==> src/rtl/shift_add_accum.sv <==
// Bit-serial shift-and-add accumulator for per-column ADC codes.
// A job accumulates n_bits bit-planes (MSB plane first) per column, then
// presents a shifted, saturated signed result with a valid/ready handshake.
module shift_add_accum #(
    parameter int numCols      = 32,
    parameter int adcBits      = 4,
    parameter int maxInputBits = 8,
    parameter int accBits      = 16,
    parameter int outBits      = 8
) (
    input  logic                              clk,
    input  logic                              nrst,
    input  logic                              mac_valid_i,
    output logic                              ready_o,
    input  logic [$clog2(maxInputBits):0]     cfg_n_bits_i,
    input  logic                              cfg_signed_i,
    input  logic                              cfg_bipolar_i,
    input  logic [$clog2(accBits)-1:0]        cfg_shift_i,
    input  logic                              adc_valid_i,
    input  logic [numCols*adcBits-1:0]        adc_data_i,
    output logic [$clog2(maxInputBits)-1:0]   bit_idx_o,
    output logic                              busy_o,
    output logic                              valid_o,
    input  logic                              ready_i,
    output logic [numCols*outBits-1:0]        mac_data_o
);

    localparam int NBW  = $clog2(maxInputBits) + 1;
    localparam int IDXW = $clog2(maxInputBits);
    localparam int SHW  = $clog2(accBits);

    localparam logic signed [accBits-1:0] SAT_MAX  = accBits'((2 ** (outBits - 1)) - 1);
    localparam logic signed [accBits-1:0] SAT_MIN  = accBits'(-(2 ** (outBits - 1)));
    localparam logic signed [accBits-1:0] ADC_BIAS = accBits'(2 ** (adcBits - 1));

    // The accumulator must hold the full unsaturated sum of every plane.
    if (accBits < adcBits + maxInputBits + 1) begin : g_acc_width_check
        $error("shift_add_accum: accBits too small for adcBits+maxInputBits+1");
    end

    typedef enum logic [1:0] {
        IDLE   = 2'd0,
        ACCUM  = 2'd1,
        OUTPUT = 2'd2
    } state_t;

    state_t                     state_q;
    state_t                     state_d;
    logic                       init_q;
    logic [IDXW-1:0]            cnt_q;
    logic                       first_q;
    logic                       signed_q;
    logic                       bipolar_q;
    logic [SHW-1:0]             shift_q;

    logic signed [accBits-1:0]  acc_p0  [numCols];
    logic signed [accBits-1:0]  acc_nxt [numCols];
    logic signed [outBits-1:0]  res_p1  [numCols];
    logic signed [outBits-1:0]  res_nxt [numCols];

    logic                       accept;
    logic                       plane_go;
    logic                       last_plane;

    // Zero planes means one; anything beyond the maximum is clamped.
    function automatic logic [IDXW-1:0] first_cnt(input logic [NBW-1:0] n);
        logic [NBW-1:0] nb;
        if (n == '0)
            nb = NBW'(1);
        else if (n > NBW'(maxInputBits))
            nb = NBW'(maxInputBits);
        else
            nb = n;
        return IDXW'(nb - NBW'(1));
    endfunction

    // Partial sum of one column for one plane, negated for the sign plane.
    function automatic logic signed [accBits-1:0] plane_term(
        input logic [adcBits-1:0] code,
        input logic               bip,
        input logic               neg
    );
        logic signed [accBits-1:0] ps;
        ps = $signed({{(accBits - adcBits){1'b0}}, code});
        if (bip)
            ps = ps - ADC_BIAS;
        return neg ? -ps : ps;
    endfunction

    // Clamp the shifted accumulator into the signed output range.
    function automatic logic signed [outBits-1:0] sat_out(input logic signed [accBits-1:0] v);
        if (v > SAT_MAX)
            return SAT_MAX[outBits-1:0];
        else if (v < SAT_MIN)
            return SAT_MIN[outBits-1:0];
        else
            return v[outBits-1:0];
    endfunction

    assign accept     = mac_valid_i & ready_o;
    assign plane_go   = (state_q == ACCUM) & adc_valid_i;
    assign last_plane = plane_go & (cnt_q == '0);

    assign ready_o   = init_q & (state_q == IDLE);
    assign busy_o    = (state_q == ACCUM) | (state_q == OUTPUT);
    assign valid_o   = (state_q == OUTPUT);
    assign bit_idx_o = (state_q == ACCUM) ? cnt_q : '0;

    // Next accumulator value and the result it would produce, per column.
    always_comb begin
        for (int k = 0; k < numCols; k++) begin
            acc_nxt[k] = (acc_p0[k] <<< 1)
                       + plane_term(adc_data_i[k*adcBits +: adcBits], bipolar_q, signed_q & first_q);
            res_nxt[k] = sat_out(acc_nxt[k] >>> shift_q);
        end
    end

    // Pack the registered per-column results onto the output bus.
    always_comb begin
        mac_data_o = '0;
        for (int k = 0; k < numCols; k++)
            mac_data_o[k*outBits +: outBits] = res_p1[k];
    end

    // Ready is held low until the first clock after reset release.
    always_ff @(posedge clk or negedge nrst) begin
        if (!nrst)
            init_q <= 1'b0;
        else
            init_q <= 1'b1;
    end

    // State register.
    always_ff @(posedge clk or negedge nrst) begin
        if (!nrst)
            state_q <= IDLE;
        else
            state_q <= state_d;
    end

    // Next-state logic: job accept, last plane consumed, result taken.
    always_comb begin
        state_d = state_q;
        case (state_q)
            IDLE:    if (accept)     state_d = ACCUM;
            ACCUM:   if (last_plane) state_d = OUTPUT;
            OUTPUT:  if (ready_i)    state_d = IDLE;
            default:                 state_d = IDLE;
        endcase
    end

    // Stage 0: job configuration, plane counter and accumulators.
    always_ff @(posedge clk or negedge nrst) begin
        if (!nrst) begin
            cnt_q     <= '0;
            first_q   <= 1'b0;
            signed_q  <= 1'b0;
            bipolar_q <= 1'b0;
            shift_q   <= '0;
            for (int k = 0; k < numCols; k++)
                acc_p0[k] <= '0;
        end else if (accept) begin
            cnt_q     <= first_cnt(cfg_n_bits_i);
            first_q   <= 1'b1;
            signed_q  <= cfg_signed_i;
            bipolar_q <= cfg_bipolar_i;
            shift_q   <= cfg_shift_i;
            for (int k = 0; k < numCols; k++)
                acc_p0[k] <= '0;
        end else if (plane_go) begin
            first_q <= 1'b0;
            if (cnt_q != '0)
                cnt_q <= cnt_q - IDXW'(1);
            for (int k = 0; k < numCols; k++)
                acc_p0[k] <= acc_nxt[k];
        end
    end

    // Stage 1: result register, loaded as the last plane is consumed.
    always_ff @(posedge clk or negedge nrst) begin
        if (!nrst) begin
            for (int k = 0; k < numCols; k++)
                res_p1[k] <= '0;
        end else if (last_plane) begin
            for (int k = 0; k < numCols; k++)
                res_p1[k] <= res_nxt[k];
        end
    end

endmodule
==> config.mk <==
export PLATFORM = sky130hd
export DESIGN_NAME = shift_add_accum
export DESIGN_NICKNAME = d
export VERILOG_FILES = /design/src/rtl/shift_add_accum.sv
export SDC_FILE = /design/constraint.sdc
export NUM_CORES = 2
export LEC_CHECK = 0
export ABC_AREA = 0
export BUFFER_PORTS_ARGS = -buffer_cell sky130_fd_sc_hd__buf_2
export CORE_MARGIN = 2
export CORE_UTILIZATION = 45
export CTS_CLUSTER_DIAMETER = 60
export CTS_CLUSTER_SIZE = 24
export DETAILED_ROUTE_END_ITERATION = 10
export SLEW_MARGIN = 5
export SYNTH_ARGS = -nofsm -noshare
export SYNTH_HDL_FRONTEND = slang
export SYNTH_SLANG_ARGS = --single-unit
==> constraint.sdc <==
create_clock -name clk -period 15.5 [get_ports clk]
set_clock_uncertainty 0.05 [all_clocks]
set_input_delay 1.55 -clock clk [delete_from_list [all_inputs] [get_ports clk]]
set_output_delay 1.55 -clock clk [all_outputs]
set_load 0.005 [all_outputs]
After elaboration in Yosys (flattened, before gate mapping)
Cells that the tools add are included.
- register bits: 749
- output and inout bits: 262
- logic and storage cells: 428
- add/subtract/negate cells: 98
- magnitude comparators: 65
- equality and inequality tests: 5
- shifts and indexed selects: 32
- multiplexer cells: 143
- bitwise gates (word level): 6
- reduce and logical (&&, ||, !) cells: 8
- operator list (kind ; number):
    $mux 16 ; 64
    $mux 511 ; 2
    $add 16x16->16 ; 32
    $gt 16x8->1 const B ; 32
    $lt 16x8->1 const B ; 32
    $mux 8 ; 64
    $neg 16->16 ; 32
    $sshr 16x4->16 ; 32
    $sub 4x4->5 const B ; 32
    $mux 3 ; 7
    $mux 2 ; 3
    $pmux 2 s3 ; 1
    $sub 3x1->3 const B ; 2
    $and 1x1->1 ; 5
    $gt 4x4->1 const B ; 1
    $logic_not 4->1 ; 1
    $ne 2x2->1 const B ; 2
    $reduce_bool 2->1 ; 2
    $logic_not 3->1 ; 1
    $reduce_and 3->1 ; 1
    $reduce_bool 3->1 ; 1
    $eq 2x1->1 const B ; 1
    $eq 2x2->1 const B ; 1
    $logic_not 2->1 ; 1
    4 further kinds ; 5

Logic depth before layout (Yosys ltp)
- depth in word-level cells: 9
- gate-level depth with buffers: 25
- gate-level depth less buffers: 19

Least setup slack after synthesis
No wires, ideal clock.
- kind: reg2reg
- start: register bipolar_q
- end: register res_p1 (netlist bit mac_data_o[10])
- arrival: 7.074 ns
- path slack: 8.250 ns
- stages on the path, launching flop included: 16
- buffers on the path: 0
- path through: dfrtp_1 > inv_1 > fa_1 > and3_1 > or2_2 > ha_1 > nor2_1 > a21oi_1 > a41oi_1 > o21ai_0 > xor2_1 > mux4_2 > o31ai_1 > a41oi_1 > o31a_1 > a221o_1
- word-level cells in the longest chain between the ends: 8
- elaborated cells between the ends (all ways): 9
- ends and longest elaborated chain (what ; RTL line ; source):
    from (decl) ; 53 ; logic bipolar_q;
    from (signal assigned) ; 166 ; bipolar_q <= cfg_bipolar_i;
    $mux 16 (*) ; 85 ; if (bip)
    $neg 16->16 ; 87 ; return neg ? -ps : ps;
    $mux 16 (*) ; 87 ;
    $add 16x16->16 (*) ; 113 ; + plane_term(adc_data_i[k*adcBits +: adcBits], bipolar_q, signed_q & first_q);
    $sshr 16x4->16 (*) ; 114 ; res_nxt[k] = sat_out(acc_nxt[k] >>> shift_q);
    $lt 16x8->1 ; 94 ; else if (v < SAT_MIN)
    $mux 8 ; 94 ;
    $mux 8 (*) ; 92 ; if (v > SAT_MAX)
    to (signal, indexed assignment) ; 186 ; res_p1[k] <= res_nxt[k];
    to (decl) ; 58 ; logic signed [outBits-1:0] res_p1 [numCols];
Every way passes the cells marked *; elsewhere a longest branch is shown, timed or not.
A chain may end at the register's enable or synchronous reset.

Final worst setup path
- start: register bipolar_q
- end: register res_p1 (netlist bit mac_data_o[180])
Same word-level chain as after synthesis.

==> results.toml <==
[cts]
cts_hold_buf = 0
clk_transition_reported_paths_ns = 0.06
cts_max_level = 3
clk_root_buffer_cell = "clkbuf_16"
post-cts-setup-buffers = 0
clock_path_buffers = 3
cts.sinks = 749
post_cts_resize_count = 0
cts_made_buffers = 120
clkLatencyLatePin_ns = 0.80
tritoncts = "done"

[synth]
dominant_cell_type_by_area_after_synthesis = "dfrtp_1"
synth-seq-cells = 749
syn_nets = 12100
synthFlopType = "dfrtp_1"
ys.warnings.count = 0
synthMostInstantiatedCell = "nand2_1"
synthDominantCellAreaShare_pct = 22.1
synth-async-reset-ratio_pct = 100
synth_top_cells_by_area = "dfrtp_1 22%, ha_1 10%, a21oi_1 7.7%, nand2_1 7.4%, nor2_1 5.3%"
netlist_area_before_placement_sq_um = 84700
synth-edff-count = 0
synth_seq_area_share_pct = 22.1
post_synthesis_area_per_instance_sq_um = 7.58
commonest_cells_in_the_netlist = "1674 x nand2_1, 1303 x a21oi_1, 1196 x nor2_1, 749 x dfrtp_1, 675 x ha_1"
synth.distinct_cells = 109
synth_cells = 11200

[grt]
grt_pass1_wl_mm = 508
grt_overflow = 0
grt_overall_usage_pct = 33.7
initial_antenna_violation_count = 31
grt_start_max_net_pins = 164
first_global_vias = 83400

[worst_setup_path]
crit_path_top_delay_cell = "dfrtp_4"
crit_arrival_ns = 7.81
cp.required_ns = 16.09
worst_path_dominant_cell_family = "simple AND/OR/NAND/NOR gates"
path_cells = "buf_4 -> buf_4 -> ha_1 -> or4b_2 -> ha_1 -> nand2_1 -> nand2_1 -> ha_1 -> a21oi_1 -> nand2_1 -> a2111oi_0 -> nor2_1 -> xnor2_1 -> a211oi_1 -> nor4_1 -> nand3_1 -> o41ai_2 -> a21oi_1"
critical_path_peak_fanout = 35
worstSetupEndpointType = "flop"
setup.worst_path.start_class = "flop"
crit_buf_inv = 2
cp_slowest_stage_delay_ns = 0.87
setup.worst_path.class = "flop to flop"

[sta]
rsz0062_at_grt = "false"
timing.final.crit_period_ns = 7.22
final_report_setup_violation_count = 0
fmax_ghz = 0.138
max_slew_margin_pct = 12.4
final.period_utilization_pct = 46.6
total_negative_setup_slack_ns = 0
worst_margin_pin_slew_ns = 1.31
finalHoldViolCount = 0
final_max_slew_viol_count = 0

[floorplanning]
design.die.area_sq_um = 192000
fp.dieW_um = 438
floorplan.core_area_sq_um = 187000
start_util_pct = 45.2
placementRows = 159
ios = 405
floorplan.die.height_um = 438

[routing]
detail_route.wl_per_cell_um = 24.4
detail_route.first_pass.iterations = 8
detail_route.wirelength_mm = 335
drc_errors = 0
antenna_left = 0
first_iteration_detailed_routing_drc_count = 8761
drt-vias-per-instance = 6.37
route.vias.total = 87400

[layout]
finish.net_count = 12000
finish.utilization_pct = 49.4
area_delta_synth_final_pct = 9.36
drive_gt1_share_pct = 10.4

[place]
place.gp.congestion = 0.986
place.port_buffers = 404
dp_hpwl_mm = 239

[run_status]
run_status = "completed"

[hold_path]
timing.hold.worst.class = "flop to flop"

[job]
cap_violations = 0
## tightest hold or removal path, stage by stage (launching register included)
cell and delay, ns:
dfrtp_1 0.34, nand2_1 0.05, nand2_1 0.05
## through the flow
stage / hold slack [ns] / cells / cell area (sq um) / setup slack, ns
floorplan: 0.420 / 11200 / 84700 / 8.25
global placement: 0.410 / 13500 / 88300 / 8.31
detailed placement: 0.417 / 13500 / 88300 / 8.34
CTS: 0.432 / 13700 / 92600 / 8.29
global route: 0.460 / 13700 / 92600 / 7.85
finish: 0.427 / 13700 / 92600 / 8.28
## state kept, by name (all words and copies together), names as in the netlist
signal	cells
mac_data_o	256
state_q	2
acc_p0	480
shift_q	4
init_q	1
signed_q	1
cnt_q	3
bipolar_q	1
first_q	1
## per-layer routing
| layer | wire length, um | vias to the layer above | GRT usage, % |
|---|---|---|---|
| li1 | - | 40800 | - |
| met1 | 138000 | 42200 | 43.6 |
| met2 | 147000 | 3611 | 52.5 |
| met3 | 25600 | 894 | 5.56 |
| met4 | 23400 | 24 | 21.4 |
| met5 | 153 | - | 0 |
## area by class of cell
cell class	count	area [sq um]
Timing Repair Buffer	533	3110
Sequential cell	749	18800
Fill cell	18400	94800
Clock buffer	136	3140
Tap cell	2495	3120
Antenna cell	15	37.5
Clock inverter	92	1110
Inverter	364	1400
Multi-Input combinational cell	9344	61900
## path summary, 6_finish.rpt
kind	slack, ns	start	cells past startpoint	to
worst max-delay path	8.28	bipolar_q$_DFFE_PN0P_	18	mac_data_o[180]$_DFFE_PN0P_
worst min-delay path	0.43	mac_data_o[47]$_DFFE_PN0P_	2	mac_data_o[47]$_DFFE_PN0P_
worst max register to register	8.28	bipolar_q$_DFFE_PN0P_	18	mac_data_o[180]$_DFFE_PN0P_
worst min register to register	0.43	mac_data_o[47]$_DFFE_PN0P_	2	mac_data_o[47]$_DFFE_PN0P_
max in group asynchronous	11.76	nrst	4	acc_p0[106]$_DFFE_PN0P_
min in group asynchronous	0.71	nrst	1	mac_data_o[137]$_DFFE_PN0P_
## layout by cell type (no fill, tap or decap), drive strengths merged, types with 118 or more instances in the layout
cell type	count
dfrtp	749
xnor2	244
a21o	228
nor3	219
nand2	1674
xor2	174
ha	675
a21oi	1307
o21ai	547
o211ai	168
nor2	1196
nand3	186
and2	118
buf	533
inv	397
a211oi	347
mux2i	273
mux4	119
clkbuf	136
## cells by family after synthesis
family / share of synthesized area (%)
XOR/XNOR: 4.34
AND/OR/NAND/NOR: 21.1
buffers and inverters: 4.90
flip-flops: 22.1
multiplexers: 7.71
adder cells (fa/ha/maj): 11.5
AO/OA/AOI/OAI: 28.3
other: 0.00443
Power is not shown: default switching activity piles up to over one toggle a cycle in this logic, so the estimate is an artifact.
